--- src/rtl/segre_mem_arbiter_if.sv ---
// Bus between the I/D caches, the memory arbiter and main memory.
// Signal names keep the arbiter's point of view (_i into the arbiter, _o out of it).
interface segre_mem_arbiter_if #(
  parameter int ADDR_WIDTH = 32,
  parameter int LINE_BYTES = 16
);
  localparam int LW = LINE_BYTES * 8;

  // Handshake: a cache holds *_rd_i/*_wr_i (and its address/data) as a level until its
  // *_rcvd_o pulse; the arbiter holds mem_rd_o/mem_wr_o, mem_addr_o and mem_wr_line_o
  // stable until memory answers with a one-cycle mem_ack_i.
  logic                  ic_rd_i;
  logic [ADDR_WIDTH-1:0] ic_addr_i;
  logic                  ic_rcvd_o;
  logic [LW-1:0]         ic_line_o;

  logic                  dc_rd_i;
  logic                  dc_wr_i;
  logic [ADDR_WIDTH-1:0] dc_addr_i;
  logic [ADDR_WIDTH-1:0] dc_wb_addr_i;
  logic [LW-1:0]         dc_wb_line_i;
  logic                  dc_rcvd_o;
  logic [LW-1:0]         dc_line_o;

  logic                  mem_rd_o;
  logic                  mem_wr_o;
  logic [ADDR_WIDTH-1:0] mem_addr_o;
  logic [LW-1:0]         mem_wr_line_o;
  logic [LW-1:0]         mem_rd_line_i;
  logic                  mem_ack_i;

  modport slave (
    input  ic_rd_i, ic_addr_i, dc_rd_i, dc_wr_i, dc_addr_i, dc_wb_addr_i, dc_wb_line_i,
    input  mem_rd_line_i, mem_ack_i,
    output ic_rcvd_o, ic_line_o, dc_rcvd_o, dc_line_o,
    output mem_rd_o, mem_wr_o, mem_addr_o, mem_wr_line_o
  );

  modport master (
    output ic_rd_i, ic_addr_i, dc_rd_i, dc_wr_i, dc_addr_i, dc_wb_addr_i, dc_wb_line_i,
    output mem_rd_line_i, mem_ack_i,
    input  ic_rcvd_o, ic_line_o, dc_rcvd_o, dc_line_o,
    input  mem_rd_o, mem_wr_o, mem_addr_o, mem_wr_line_o
  );
endinterface

--- src/rtl/segre_mem_arbiter.sv ---
// Single-outstanding line arbiter between icache/dcache and main memory.
// Define SEGRE_MEM_ARB_RR_EN for IC/DC round-robin; otherwise the dcache has fixed priority.
module segre_mem_arbiter #(
  parameter int ADDR_WIDTH = 32,
  parameter int LINE_BYTES = 16
) (
  input  logic                  clk_i,
  input  logic                  rsn_i,
  segre_mem_arbiter_if.slave    bus,
  output logic [1:0]            debug_state_o
);

  localparam int LW = LINE_BYTES * 8;
  // Clears the OFS = log2(LINE_BYTES) offset bits of a byte address.
  localparam logic [ADDR_WIDTH-1:0] ALIGN_MASK = ~ADDR_WIDTH'(LINE_BYTES - 1);

  typedef enum logic [1:0] {
    IDLE     = 2'd0,
    MEM_BUSY = 2'd1,
    RESP     = 2'd2
  } state_t;

  state_t                state_q;
  logic                  owner_dc_q;
  logic                  mem_rd_q;
  logic                  mem_wr_q;
  logic [ADDR_WIDTH-1:0] addr_q;
  logic [LW-1:0]         wr_line_q;
  logic                  ic_rcvd_q;
  logic                  dc_rcvd_q;
  logic [LW-1:0]         ic_line_q;
  logic [LW-1:0]         dc_line_q;

  logic                  dc_req;
  logic                  any_req;
  logic                  grant_dc;
  logic                  grant_wr;
  logic [ADDR_WIDTH-1:0] sel_addr;

`ifdef SEGRE_MEM_ARB_RR_EN
  // 1 = dcache preferred on the next conflict.
  logic                  rr_ptr_q;
`endif

  always_comb begin
    dc_req  = bus.dc_rd_i | bus.dc_wr_i;
    any_req = dc_req | bus.ic_rd_i;
`ifdef SEGRE_MEM_ARB_RR_EN
    grant_dc = dc_req & (~bus.ic_rd_i | rr_ptr_q);
`else
    grant_dc = dc_req;
`endif
    // Writeback goes out before the refill that displaced it.
    grant_wr = grant_dc & bus.dc_wr_i;
    sel_addr = bus.ic_addr_i;
    if (grant_dc) begin
      sel_addr = grant_wr ? bus.dc_wb_addr_i : bus.dc_addr_i;
    end
  end

  always_ff @(posedge clk_i or negedge rsn_i) begin
    if (!rsn_i) begin
      state_q    <= IDLE;
      owner_dc_q <= 1'b0;
      mem_rd_q   <= 1'b0;
      mem_wr_q   <= 1'b0;
      addr_q     <= '0;
      wr_line_q  <= '0;
      ic_rcvd_q  <= 1'b0;
      dc_rcvd_q  <= 1'b0;
      ic_line_q  <= '0;
      dc_line_q  <= '0;
`ifdef SEGRE_MEM_ARB_RR_EN
      rr_ptr_q   <= 1'b0;
`endif
    end else begin
      case (state_q)
        IDLE: begin
          if (any_req) begin
            owner_dc_q <= grant_dc;
            mem_rd_q   <= ~grant_wr;
            mem_wr_q   <= grant_wr;
            addr_q     <= sel_addr & ALIGN_MASK;
            if (grant_wr) begin
              wr_line_q <= bus.dc_wb_line_i;
            end
`ifdef SEGRE_MEM_ARB_RR_EN
            rr_ptr_q   <= ~grant_dc;
`endif
            state_q    <= MEM_BUSY;
          end
        end
        MEM_BUSY: begin
          if (bus.mem_ack_i) begin
            mem_rd_q <= 1'b0;
            mem_wr_q <= 1'b0;
            // The per-client line registers double as the response register.
            if (owner_dc_q) begin
              dc_rcvd_q <= 1'b1;
              dc_line_q <= bus.mem_rd_line_i;
            end else begin
              ic_rcvd_q <= 1'b1;
              ic_line_q <= bus.mem_rd_line_i;
            end
            state_q <= RESP;
          end
        end
        RESP: begin
          ic_rcvd_q <= 1'b0;
          dc_rcvd_q <= 1'b0;
          state_q   <= IDLE;
        end
        default: begin
          state_q <= IDLE;
        end
      endcase
    end
  end

  assign bus.mem_rd_o      = mem_rd_q;
  assign bus.mem_wr_o      = mem_wr_q;
  assign bus.mem_addr_o    = addr_q;
  assign bus.mem_wr_line_o = wr_line_q;
  assign bus.ic_rcvd_o     = ic_rcvd_q;
  assign bus.ic_line_o     = ic_line_q;
  assign bus.dc_rcvd_o     = dc_rcvd_q;
  assign bus.dc_line_o     = dc_line_q;
  assign debug_state_o     = state_q;

endmodule

--- src/flat_wrapper.sv ---
// flat-port wrapper written by rule: the top's interface ports become plain ports
module segre_mem_arbiter_flat 
#(
  parameter int ADDR_WIDTH = 32,
  parameter int LINE_BYTES = 16
)
  (clk_i, rsn_i, debug_state_o, bus_ic_rd_i, bus_ic_addr_i, bus_dc_rd_i, bus_dc_wr_i, bus_dc_addr_i, bus_dc_wb_addr_i, bus_dc_wb_line_i, bus_mem_rd_line_i, bus_mem_ack_i, bus_ic_rcvd_o, bus_ic_line_o, bus_dc_rcvd_o, bus_dc_line_o, bus_mem_rd_o, bus_mem_wr_o, bus_mem_addr_o, bus_mem_wr_line_o);
  segre_mem_arbiter_if #(.ADDR_WIDTH(ADDR_WIDTH), .LINE_BYTES(LINE_BYTES)) bus_i ();
  input  logic clk_i;
  input  logic rsn_i;
  output logic [1:0] debug_state_o;
  input wire logic [$bits(bus_i.ic_rd_i)-1:0] bus_ic_rd_i;
  input wire logic [$bits(bus_i.ic_addr_i)-1:0] bus_ic_addr_i;
  input wire logic [$bits(bus_i.dc_rd_i)-1:0] bus_dc_rd_i;
  input wire logic [$bits(bus_i.dc_wr_i)-1:0] bus_dc_wr_i;
  input wire logic [$bits(bus_i.dc_addr_i)-1:0] bus_dc_addr_i;
  input wire logic [$bits(bus_i.dc_wb_addr_i)-1:0] bus_dc_wb_addr_i;
  input wire logic [$bits(bus_i.dc_wb_line_i)-1:0] bus_dc_wb_line_i;
  input wire logic [$bits(bus_i.mem_rd_line_i)-1:0] bus_mem_rd_line_i;
  input wire logic [$bits(bus_i.mem_ack_i)-1:0] bus_mem_ack_i;
  output wire logic [$bits(bus_i.ic_rcvd_o)-1:0] bus_ic_rcvd_o;
  output wire logic [$bits(bus_i.ic_line_o)-1:0] bus_ic_line_o;
  output wire logic [$bits(bus_i.dc_rcvd_o)-1:0] bus_dc_rcvd_o;
  output wire logic [$bits(bus_i.dc_line_o)-1:0] bus_dc_line_o;
  output wire logic [$bits(bus_i.mem_rd_o)-1:0] bus_mem_rd_o;
  output wire logic [$bits(bus_i.mem_wr_o)-1:0] bus_mem_wr_o;
  output wire logic [$bits(bus_i.mem_addr_o)-1:0] bus_mem_addr_o;
  output wire logic [$bits(bus_i.mem_wr_line_o)-1:0] bus_mem_wr_line_o;
  assign bus_i.ic_rd_i = bus_ic_rd_i;
  assign bus_i.ic_addr_i = bus_ic_addr_i;
  assign bus_i.dc_rd_i = bus_dc_rd_i;
  assign bus_i.dc_wr_i = bus_dc_wr_i;
  assign bus_i.dc_addr_i = bus_dc_addr_i;
  assign bus_i.dc_wb_addr_i = bus_dc_wb_addr_i;
  assign bus_i.dc_wb_line_i = bus_dc_wb_line_i;
  assign bus_i.mem_rd_line_i = bus_mem_rd_line_i;
  assign bus_i.mem_ack_i = bus_mem_ack_i;
  assign bus_ic_rcvd_o = bus_i.ic_rcvd_o;
  assign bus_ic_line_o = bus_i.ic_line_o;
  assign bus_dc_rcvd_o = bus_i.dc_rcvd_o;
  assign bus_dc_line_o = bus_i.dc_line_o;
  assign bus_mem_rd_o = bus_i.mem_rd_o;
  assign bus_mem_wr_o = bus_i.mem_wr_o;
  assign bus_mem_addr_o = bus_i.mem_addr_o;
  assign bus_mem_wr_line_o = bus_i.mem_wr_line_o;
  segre_mem_arbiter #(.ADDR_WIDTH(ADDR_WIDTH), .LINE_BYTES(LINE_BYTES)) u_core (.clk_i(clk_i), .rsn_i(rsn_i), .bus(bus_i), .debug_state_o(debug_state_o));
endmodule
--- config.mk ---
export PLATFORM = sky130hd
export DESIGN_NAME = segre_mem_arbiter_flat
export DESIGN_NICKNAME = d
export VERILOG_FILES = /design/src/rtl/segre_mem_arbiter_if.sv /design/src/rtl/segre_mem_arbiter.sv /design/src/flat_wrapper.sv
export SDC_FILE = /design/constraint.sdc
export NUM_CORES = 1
export LEC_CHECK = 0
export ABC_AREA = 1
export BUFFER_PORTS_ARGS = -buffer_cell sky130_fd_sc_hd__buf_2
export CORE_AREA = 2 2 304 306
export DETAILED_ROUTE_END_ITERATION = 8
export DIE_AREA = 0 0 306 308
export SLEW_MARGIN = 20
export SYNTH_ARGS = -nofsm -noshare
export SYNTH_HDL_FRONTEND = slang
export SYNTH_SLANG_ARGS = --single-unit
export TNS_END_PERCENT = 10
--- constraint.sdc ---
create_clock -name clk_i -period 1.75 [get_ports clk_i]
set_input_delay 0.175 -clock clk_i [delete_from_list [all_inputs] [get_ports clk_i]]
set_output_delay 0.175 -clock clk_i [all_outputs]
set_load 0.02 [all_outputs]
---- Yosys cells after proc, flatten, opt, wreduce, memory -nomap -nowiden ----
Cells that the tools add are included.
word-level totals
  register bits ........................... 419
  output and inout bits ................... 422
  latch bits .............................. 0
  ROM bits ................................ 0
  input bits .............................. 358
  RAM bits ................................ 0
  logic and storage cells ................. 48
  memories kept ........................... 0
operators by class
  muxes and demuxes ....................... 16
  equality and inequality tests ........... 6
  div/mod/pow operators ................... 0
  $add $sub $neg .......................... 0
  bitwise operators ....................... 5
  shift operators ......................... 0
  multiply operators ...................... 0
  magnitude comparators ................... 0
  reductions and logical operators ........ 11
operators by type and width
  cell                                                                     count
  32-bit two-way mux                                                       2
  3-bit AND reduction                                                      6
  1-bit case mux with 2 select lines                                       4
  1-bit two-way mux                                                        7
  2-bit two-way mux                                                        2
  2-bit by 1-bit inequality test with 1-bit output, second input constant  2
  2-bit inequality test, second input constant                             2
  2-bit case mux with 2 select lines                                       1
  2-bit AND reduction                                                      2
  2-bit nonzero test                                                       2
  2-bit by 1-bit equality test with 1-bit output, second input constant    1
  2-bit equality test, second input constant                               1
  2-bit logical NOT                                                        1
  1-bit NOT                                                                2
  1-bit OR                                                                 2
  1-bit bitwise AND                                                        1

---- Depth between registers and ports, before layout ----
Gate-level depths: netlist (run 1).
  depth in word-level cells ............... 5
  gate-level depth with buffers ........... 7
  depth with buffers taken out ............ 6

---- Worst setup path before layout (run 1) ----
Ideal clock, no wire load.
  path kind ............................... reg-to-reg
  start point ............................. reg u_core.state_q[1] (netlist: u_core.debug_state_o[1])
  end point ............................... reg u_core.dc_line_q[0] (netlist: u_core.bus.dc_line_o[0])
  slack ................................... 361 ps
  data required time ...................... 1627 ps
  stages on the path, launching flop included .. 7
  path buffers ............................ 2
  setup time .............................. 123 ps
  period minus slack after synthesis ...... 1389 ps
  data arrival time ....................... 1266 ps
  cells stage by stage .................... dfrtp_1 inv_1 nand3_2 buf_2 clkbuf_1 o21ai_0 nand2_1
on the way
  longest elaborated chain between the ends .. 2
ends and longest elaborated chain
  element                                         RTL line                  text
  start: declaration                              segre_mem_arbiter.sv:23   state_t state_q;
  start signal: assignment                        segre_mem_arbiter.sv:63   state_q <= IDLE;
  start signal: assignment                        segre_mem_arbiter.sv:90   state_q <= MEM_BUSY;
  start signal: assignment                        segre_mem_arbiter.sv:105  state_q <= RESP;
  2-bit by 1-bit equality test with 1-bit output  segre_mem_arbiter.sv:77   case (state_q)
  3-bit AND reduction (no line)                   -
  end signal: assignment                          segre_mem_arbiter.sv:100  dc_line_q <= bus.mem_rd_line_i;
  end: declaration                                segre_mem_arbiter.sv:32   logic [LW-1:0] dc_line_q;
No other way between the ends.
A chain may end at the register's enable or synchronous reset.

---- Worst setup path after layout (run 1) ----
  start point ............................. in bus_dc_rd_i
  end point ............................... reg u_core.addr_q[15] (netlist: u_core.bus.mem_addr_o[15])
on the way
  longest elaborated chain between the ends .. 4
  elaborated cells between the ends (all ways) .. 6
  those cells by class .................... mux: 2; bitwise: 3; reduce/logical: 1
ends and longest elaborated chain
  element                 RTL line                 text
  start: declaration      flat_wrapper.sv:14       input wire logic [$bits(bus_i.dc_rd_i)-1:0] bus_dc_rd_i;
  1-bit OR (*)            segre_mem_arbiter.sv:46  dc_req = bus.dc_rd_i | bus.dc_wr_i;
  1-bit bitwise AND       segre_mem_arbiter.sv:54  grant_wr = grant_dc & bus.dc_wr_i;
  32-bit two-way mux      segre_mem_arbiter.sv:57  sel_addr = grant_wr ? bus.dc_wb_addr_i : bus.dc_addr_i;
  32-bit two-way mux      segre_mem_arbiter.sv:56  if (grant_dc) begin
  end signal: assignment  segre_mem_arbiter.sv:83  addr_q <= sel_addr & ALIGN_MASK;
  end: declaration        segre_mem_arbiter.sv:27  logic [ADDR_WIDTH-1:0] addr_q;
Mark *: on every way between the ends. The rest lies on a longest branch, timed or not.

==> flow_summary.json, run 1 <==
{
  "place.detailed.instances": 3818,
  "routed_via_density": 4.12,
  "critical-path-top-delay-family": "buffers and inverters",
  "vias_in_the_first_global_route": 17900,
  "placementRows": 111,
  "drt_wl_total_mm": 69.1,
  "cts_htree_levels": 2,
  "grt_usage_pct": 14.1,
  "cp_data_arrival_time_ns": 2.18,
  "cp_max_fo": 28,
  "filler_cell_count": 9487,
  "hold-worst-slack_ns": 0.0577,
  "num-nets-final": 3356,
  "final.setup.tns_ns": 0,
  "cts_buffer_depth": 3,
  "setup_viol_count_final": 0,
  "synth_sequential_area_ratio_pct": 62.7,
  "worst_path_max_delay_cell": "sky130_fd_sc_hd__dlygate4sd3_1",
  "final_layout_size_suffix_gt1_share_pct": 30.2,
  "hold_class": "in2reg",
  "grt_start_max_net_pins": 119,
  "achievable-frequency_mhz": 598,
  "power.leakage_nw": 14.7,
  "vdd_ir_drop_max_mv": 0.870,
  "final.min_clock_period_ns": 1.67,
  "cts_root_buf": "sky130_fd_sc_hd__clkbuf_16",
  "path_class": "in2reg",
  "critical-path-top-cell-by-count": "sky130_fd_sc_hd__nand2_1",
  "critical_path.cell_chain": "dlygate4sd3_1 -> buf_2 -> nor2_2 -> buf_6 -> nand2_1 -> nand3_1 -> dlygate4sd3_1 -> nand2_1 -> nand2_1",
  "timing.max_slew.rel_slack_pct": 52.8,
  "unrepaired_setup_endpoints_after_global_routing": "false",
  "origin_of_the_critical_flop_to_flop_path": "u_core.debug_state_o[0]",
  "final-instance-count-excl-fill": 4222,
  "layout-area-overhead-vs-synth_pct": 62.2,
  "floorplan.die.width_um": 306,
  "cp_num_buf_inv": 4,
  "detail_route.iter0.violations": 1055,
  "layout_worst_path_cycle_share_pct": 95.6,
  "drv.max_cap_violation_count": 0,
  "cp-end-kind": "register",
  "routedWlPerCell_um": 16.4,
  "core-area_um2": 91000,
  "synthesis.area_per_instance_um2": 8.66,
  "firstDrtPassIters": 5,
  "tritoncts": "done",
  "synth_area_um2": 16700,
  "dp_hpwl_mm": 48.9,
  "final_report_hold_violation_count": 0,
  "cts_made_buffers": 48,
  "layout_skew_ns": 0.0114,
  "startpoint_type": "primary input",
  "clock_sinks": 419,
  "clk_latency_ns": 0.58,
  "timing.critical_path.slowest_cell_delay_ns": 0.55,
  "worst-slew-pin-transition_ns": 0.707,
  "power.density_cell_area_nw_per_um2": 1820,
  "via_count": 17400,
  "most_frequent_standard_cell_in_the_layout_excluding_fill_and_tap_cells": "sky130_fd_sc_hd__nand2_1",
  "ys_seq_elements": 419,
  "synthesis.yosys.warnings": 0,
  "die_area_um2": 94200,
  "worst_ep_required_time_ns": 2.26,
  "synthCells": 1932,
  "cts_setup_buffers": 0,
  "report.final.slew_viol_count": 0,
  "crit_path_start": "bus_dc_rd_i",
  "clk_pin_slew_ns": 0.06,
  "port_buffers": 763,
  "gpl.final_weighted_congestion": 0.854,
  "synth_cell_types": 17,
  "top_level_ports": 780,
  "run_status": "finished, final reports clean",
  "leading_cell_types_in_the_layout_fill_and_taps_excluded": "sky130_fd_sc_hd__nand2_1 (1,045), sky130_fd_sc_hd__buf_2 (762), sky130_fd_sc_hd__dfrtp_1 (419)",
  "grt_overflow_total": 0,
  "initial_utilization_pct": 18.4,
  "post-route-drc-count": 0,
  "die_y_um": 308,
  "postRouteAntennaNets": 0,
  "grt_pass1_wl_mm": 105,
  "grt_antenna_before_repair": 2,
  "total_power_w": 0.0493,
  "hp-start": "bus_dc_wr_i"
}
## layer usage
layer	GRT usage (%)	wire, um
met1	16.3	27200
met2	23.8	32800
met3	4.67	6120
met4	6.34	3050
met5	0	0
## worst min-delay path: cells and delay by family
family                 cells  cell delay, ns
and+or+nand+nor            2            0.11
buffers and inverters      2            0.23
AOI/OAI and AO/OA          1            0.07
## cells by family (layout without fill, tap and decap cells)
family                 Yosys count  count (layout)  share of synthesized area [%]
AND/OR/NAND/NOR               1235            1235                           29.2
flip-flops                     419             419                           62.7
buffers and inverters          142            1242                           4.09
AO/OA/AOI/OAI                  135             135                           4.05
other                            1               5                         0.0224
## registers in the layout, summed over array words and instances, names as in the netlist
signal and count:
u_core.owner_dc_q 1, u_core.bus.dc_line_o 128, u_core.bus.mem_wr_o 1, u_core.debug_state_o 2, u_core.bus.mem_wr_line_o 128, u_core.bus.dc_rcvd_o 1, u_core.bus.mem_rd_o 1, u_core.bus.mem_addr_o 28
u_core.bus.ic_rcvd_o 1, u_core.bus.ic_line_o 128
## synth_stat cells, drive strengths merged
library cell | instances | share of area, %
buf | 88 | 2.9
o31ai | 1 | 0.045
conb | 1 | 0.022
nand3 | 185 | 5.6
clkbuf | 46 | 1.0
o21ai | 133 | 4.0
nand4 | 1 | 0.037
dfrtp | 419 | 63
nor2 | 3 | 0.082
a21oi | 1 | 0.030
inv | 8 | 0.18
nand2 | 1046 | 23
## worst paths after layout
check	slack [ns]	to	cells past startpoint
worst min register to register	0.47	u_core.bus.ic_line_o[113]	2
max in group asynchronous	0.84	u_core.bus.dc_line_o[26]	3
worst min-delay path	0.06	u_core.owner_dc_q	5
min in group asynchronous	0.14	u_core.bus.ic_line_o[10]	2
worst max register to register	0.10	u_core.bus.mem_wr_line_o[76]	5
worst max-delay path	0.08	u_core.bus.mem_addr_o[15]	9
## power breakdown
part / switching [W] / internal (W)
Sequential: 0.00248 / 0.0142
Clock: 0.00419 / 0.00640
Combinational: 0.0150 / 0.00702
## timing repair
action                     in CTS  in global routing
hold buffers                  316                  0
hold endpoints to repair      804                  0
setup endpoints to repair       0                  1
gates resized for setup         0                  1
## metrics by stage
step           area, um^2  setup WS, ns  utilization (%)
2_1_floorplan       16700         0.361                -
3_3_place_gp        22300         0.186             24.5
3_5_place_dp        22300         0.164             24.5
4_1_cts             27100         0.135             29.8
5_1_grt             27100        0.0314             29.8
6_report            27100        0.0768             29.8
## area by class of cell
type	instances	area (um^2)	share of cell area, %
flip-flops and latches	419	10500	38.7
repair buffers	1147	7870	29.0
multi-input cells	1374	5600	20.6
well taps	1186	1480	5.47
clock buffers	64	1330	4.91
clock inverters	23	317	1.17
inverters	8	42.5	0.157
diodes	1	2.50	0.00922
(Power assumes the default switching activity.)
==> run 2: changes to the inputs <==
--- a/config.mk
+++ b/config.mk
@@ -8,6 +8,7 @@
 export ABC_AREA = 1
 export BUFFER_PORTS_ARGS = -buffer_cell sky130_fd_sc_hd__buf_2
 export CORE_AREA = 2 2 304 306
+export CTS_BUF_LIST = sky130_fd_sc_hd__clkbuf_16
 export DETAILED_ROUTE_END_ITERATION = 8
 export DIE_AREA = 0 0 306 308
 export SLEW_MARGIN = 20
==> flow_summary.json, run 2 (same netlist as run 1, synthesis figures left out) <==
{
  "placementRows": 111,
  "postRouteAntennaNets": 0,
  "routed_via_density": 4.11,
  "post-route-drc-count": 0,
  "filler_cell_count": 9494,
  "cp_max_fo": 28,
  "gpl.final_weighted_congestion": 0.854,
  "grt_pass1_wl_mm": 105,
  "firstDrtPassIters": 5,
  "cts_setup_buffers": 0,
  "cp-end-kind": "register",
  "worst_ep_required_time_ns": 2.26,
  "finish.instance_area_um2": 27100,
  "initial_utilization_pct": 18.4,
  "final_layout_size_suffix_gt1_share_pct": 30.0,
  "layout_worst_path_cycle_share_pct": 95.2,
  "routedWlPerCell_um": 16.4,
  "final_report_hold_violation_count": 0,
  "cp_data_arrival_time_ns": 2.17,
  "layout-area-overhead-vs-synth_pct": 61.9,
  "detail_route.iter0.violations": 958,
  "placedInstanceArea_um2": 22300,
  "grt_usage_pct": 14.1,
  "dp_hpwl_mm": 48.9,
  "tritoncts": "done",
  "port_buffers": 763,
  "report.final.slew_viol_count": 0,
  "path_class": "in2reg",
  "register_to_register_path_setup_slack_ns": 0.09,
  "timing.max_slew.rel_slack_pct": 52.8,
  "achievable-frequency_mhz": 600,
  "clk_pin_slew_ns": 0.06,
  "hold_class": "in2reg",
  "run_status": "finished, final reports clean",
  "grt_overflow_total": 0,
  "via_count": 17400,
  "cts_htree_levels": 2,
  "clk_latency_ns": 0.58,
  "leading_cell_types_in_the_layout_fill_and_taps_excluded": "sky130_fd_sc_hd__nand2_1 (1,045), sky130_fd_sc_hd__buf_2 (762), sky130_fd_sc_hd__dfrtp_1 (419)",
  "vias_in_the_first_global_route": 17900,
  "vdd_ir_drop_max_mv": 0.870,
  "top_level_ports": 780,
  "hp-start": "bus_dc_wr_i",
  "final.min_clock_period_ns": 1.67,
  "hold_depth": 5,
  "num-nets-final": 3356,
  "die_area_um2": 94200,
  "layout_skew_ns": 0.0128,
  "die_y_um": 308,
  "most_frequent_standard_cell_in_the_layout_excluding_fill_and_tap_cells": "sky130_fd_sc_hd__nand2_1",
  "setup_viol_count_final": 0,
  "floorplan.die.width_um": 306,
  "cts_root_buf": "sky130_fd_sc_hd__clkbuf_16",
  "cts_made_buffers": 48,
  "core-area_um2": 91000,
  "final.setup.tns_ns": 0,
  "grt_start_max_net_pins": 119,
  "drv.max_cap_violation_count": 0,
  "clock_sinks": 419,
  "startpoint_type": "primary input",
  "timing.hold.worst_endpoint": "u_core.owner_dc_q",
  "power.density_cell_area_nw_per_um2": 1810,
  "cts_buffer_depth": 3,
  "drt_wl_total_mm": 69.1,
  "r2r.worst_path.cells": 5,
  "timing.rr.end": "u_core.bus.mem_wr_line_o[76]",
  "worst-slew-pin-transition_ns": 0.708,
  "origin_of_the_critical_flop_to_flop_path": "u_core.debug_state_o[0]",
  "unrepaired_setup_endpoints_after_global_routing": "false",
  "grt_antenna_before_repair": 2,
  "power.leakage_nw": 14.7
}
[run 2: repair_timing]
action,in CTS,in global routing
hold buffers,316,0
endpoints found under the hold margin,804,0
setup endpoints to repair,0,1
resized for setup,0,1
[run 2: critical path: stages]
cell and delay, ns:
sky130_fd_sc_hd__dlygate4sd3_1 0.53, sky130_fd_sc_hd__buf_2 0.15, sky130_fd_sc_hd__buf_4 0.34, sky130_fd_sc_hd__nand3_1 0.14, sky130_fd_sc_hd__nand3_1 0.12, sky130_fd_sc_hd__dlygate4sd3_1 0.55
sky130_fd_sc_hd__nand2_1 0.08, sky130_fd_sc_hd__nand2_1 0.07
[run 2: power breakdown]
part	leakage [nW]	total (W)	switching, W	internal, W
logic	8.65	0.0220	0.0150	0.00702
clock network	0.817	0.0103	0.00419	0.00612
registers	5.23	0.0167	0.00249	0.0142
total	14.7	0.0490	0.0217	0.0273
[run 2: worst max-delay path by stage]
stage	startpoint	end
after CTS	bus_dc_rd_i	u_core.bus.mem_addr_o[15]
final	bus_dc_rd_i	u_core.bus.mem_addr_o[19]
after global routing	u_core.debug_state_o[1]	u_core.bus.ic_line_o[111]
after global placement	u_core.debug_state_o[1]	u_core.bus.ic_line_o[2]
after floorplan	u_core.debug_state_o[1]	u_core.bus.dc_line_o[0]
after detailed placement	u_core.debug_state_o[1]	u_core.bus.ic_line_o[2]
[run 2: layout make-up]
cell class | instances | area [um^2] | share of cell area [%]
flip-flops and latches | 419 | 10500 | 38.7
repair buffers | 1147 | 7870 | 29.1
multi-input cells | 1374 | 5600 | 20.7
well taps | 1186 | 1480 | 5.48
clock buffers | 49 | 1230 | 4.53
clock inverters | 38 | 373 | 1.38
inverters | 8 | 42.5 | 0.157
diodes | 2 | 5.00 | 0.0185
[run 2: per-layer routing]
metal	part of all wire, %	GRT usage [%]	vias to the layer above
met5	0	0	-
met4	4.5	6.36	0
met3	9.0	4.69	154
met2	47	23.7	721
met1	39	16.3	8276
li1	-	-	8200
[run 2: stage by stage]
stage	setup WS [ns]	total power (W)	hold WS, ns	cells	util (%)
2_1_floorplan	0.361	0.0286	-0.121	1935	-
3_3_place_gp	0.186	0.0381	0.156	3818	24.5
3_5_place_dp	0.164	0.0384	0.151	3818	24.5
4_1_cts	0.135	0.0496	0.00801	4221	29.8
5_1_grt	0.0313	0.0523	0.0537	4222	29.8
6_report	0.0840	0.0490	0.0579	4223	29.8
==> run 3: changes to the inputs <==
--- a/config.mk
+++ b/config.mk
@@ -11,6 +11,7 @@
 export CTS_BUF_LIST = sky130_fd_sc_hd__clkbuf_16
 export DETAILED_ROUTE_END_ITERATION = 8
 export DIE_AREA = 0 0 306 308
+export PLACE_DENSITY = 0.44
 export SLEW_MARGIN = 20
 export SYNTH_ARGS = -nofsm -noshare
 export SYNTH_HDL_FRONTEND = slang
==> flow_summary.json, run 3 (same netlist as run 1, synthesis figures left out) <==
{
  "core-area_um2": 91000,
  "final.min_clock_period_ns": 1.59,
  "critical_path.cell_chain": "inv_1 -> nand3_4 -> nor2_4 -> buf_12 -> buf_12 -> nand2_1 -> nand2_1",
  "cts_made_buffers": 50,
  "drt_wl_total_mm": 73.8,
  "cts_setup_buffers": 0,
  "layout-area-overhead-vs-synth_pct": 61.9,
  "layout_worst_path_cycle_share_pct": 91.0,
  "layout_skew_ns": 0.0124,
  "final-instance-count-excl-fill": 4236,
  "power.density_cell_area_nw_per_um2": 1820,
  "firstDrtPassIters": 5,
  "tritoncts": "done",
  "top_signal_layer_used": "met4",
  "clk_pin_slew_ns": 0.07,
  "worst_ep_required_time_ns": 2.28,
  "final.setup.tns_ns": 0,
  "timing.critical_path.slowest_cell_delay_ns": 0.41,
  "num-nets-final": 3370,
  "run_status": "finished, final reports clean",
  "timing.max_slew.rel_slack_pct": 64.3,
  "achievable-frequency_mhz": 628,
  "postRouteAntennaNets": 0,
  "port_buffers": 763,
  "ff_latch_area_um2": 10500,
  "wirelength_met1_mm": 30.6,
  "drv.max_cap_violation_count": 0,
  "grt_usage_pct": 15.1,
  "gpl.final_weighted_congestion": 0.844,
  "post-route-drc-count": 0,
  "cp_max_fo": 32,
  "placementRows": 111,
  "ctsHoldBuffers": 315,
  "grt_start_max_net_pins": 105,
  "power.leakage_nw": 14.7,
  "vdd_ir_drop_max_mv": 0.799,
  "detail_route.iter0.violations": 880,
  "die_area_um2": 94200,
  "grt_overflow_total": 0,
  "grt_pass1_wl_mm": 110,
  "unrepaired_setup_endpoints_after_global_routing": "false",
  "place.detailed.instances": 3831,
  "vias_in_the_first_global_route": 17500,
  "initial_utilization_pct": 18.4,
  "worst-slew-pin-transition_ns": 0.536,
  "leading_cell_types_in_the_layout_fill_and_taps_excluded": "sky130_fd_sc_hd__nand2_1 (1,045), sky130_fd_sc_hd__buf_2 (762), sky130_fd_sc_hd__dfrtp_1 (419)",
  "hold_class": "in2async",
  "cts_htree_levels": 2,
  "clock_sinks": 419,
  "filler_cell_count": 9742,
  "met3_length_mm": 4.67,
  "cp-end-kind": "register",
  "multi_input_area_um2": 5600,
  "worst_path_max_delay_cell": "sky130_fd_sc_hd__dfrtp_1",
  "critical-path-top-delay-family": "buffers and inverters",
  "via_count": 16900,
  "routed_via_density": 3.99,
  "report.final.slew_viol_count": 0,
  "floorplan.die.width_um": 306,
  "detailroute.wirelength.met2_mm": 35.1,
  "routedWlPerCell_um": 17.4,
  "most_frequent_standard_cell_in_the_layout_excluding_fill_and_tap_cells": "sky130_fd_sc_hd__nand2_1",
  "final_report_hold_violation_count": 0,
  "cts_buffer_depth": 3,
  "cts-resized-gates": 0,
  "dp_hpwl_mm": 52.9,
  "top_level_ports": 780,
  "path_class": "reg2reg",
  "die_y_um": 308,
  "final_layout_size_suffix_gt1_share_pct": 30.2,
  "cp_num_buf_inv": 3,
  "cp_data_arrival_time_ns": 2.12,
  "clk_latency_ns": 0.59,
  "setup_viol_count_final": 0,
  "startpoint_type": "register",
  "cts_root_buf": "sky130_fd_sc_hd__clkbuf_16",
  "grt_antenna_before_repair": 1
}
-- run 3: worst register-to-register path, delay by kind of cell (launching register included) --
| kind | cells | cell delay (ns) |
|---|---|---|
| DFF | 1 | 0.41 |
| buffers and inverters | 3 | 0.63 |
| and+or+nand+nor | 4 | 0.49 |
-- run 3: per-stage QoR --
stage	hold slack [ns]	setup WS [ns]	instance area (um^2)	utilization (%)	total power [W]
5_1_grt	0.134	0.0195	27100	29.8	0.0525
6_report	0.142	0.157	27100	29.8	0.0492
4_1_cts	0.0950	0.136	27100	29.8	0.0500
3_3_place_gp	0.176	0.158	22300	24.5	0.0385
2_1_floorplan	-0.121	0.361	16700	-	0.0286
3_5_place_dp	0.179	0.155	22300	24.5	0.0385
-- run 3: final timing paths --
path | start | end | slack [ns] | depth (start not counted)
worst max-delay path | u_core.debug_state_o[1] | u_core.bus.dc_line_o[62] | 0.16 | 7
worst min-delay path | rsn_i | u_core.bus.dc_line_o[78] | 0.14 | 2
worst max register to register | u_core.debug_state_o[1] | u_core.bus.dc_line_o[62] | 0.16 | 7
worst min register to register | u_core.bus.ic_line_o[15] | u_core.bus.ic_line_o[15] | 0.47 | 2
max in group asynchronous | rsn_i | u_core.bus.ic_line_o[122] | 0.82 | 3
min in group clk_i | bus_dc_rd_i | u_core.owner_dc_q | 0.16 | 5
-- run 3: routing by layer --
layer,up-vias,GRT usage [%]
li1,8239,-
met2,576,25.5
met5,-,0
met4,0,6.42
met3,133,3.66
met1,7935,18.3
-- run 3: area by class of cell --
class / instances / share of cell area (%)
well taps: 1186 / 5.48
clock inverters: 37 / 1.25
multi-input cells: 1374 / 20.7
clock buffers: 51 / 4.71
diodes: 2 / 0.0185
repair buffers: 1159 / 29.0
flip-flops and latches: 419 / 38.7
inverters: 8 / 0.157
-- run 3: power by group --
part           switching [W]  total [W]  leakage [nW]  internal [W]
registers            0.00228     0.0165          5.23        0.0142
clock network        0.00440     0.0105         0.821       0.00615
logic                 0.0152     0.0222          8.69       0.00697
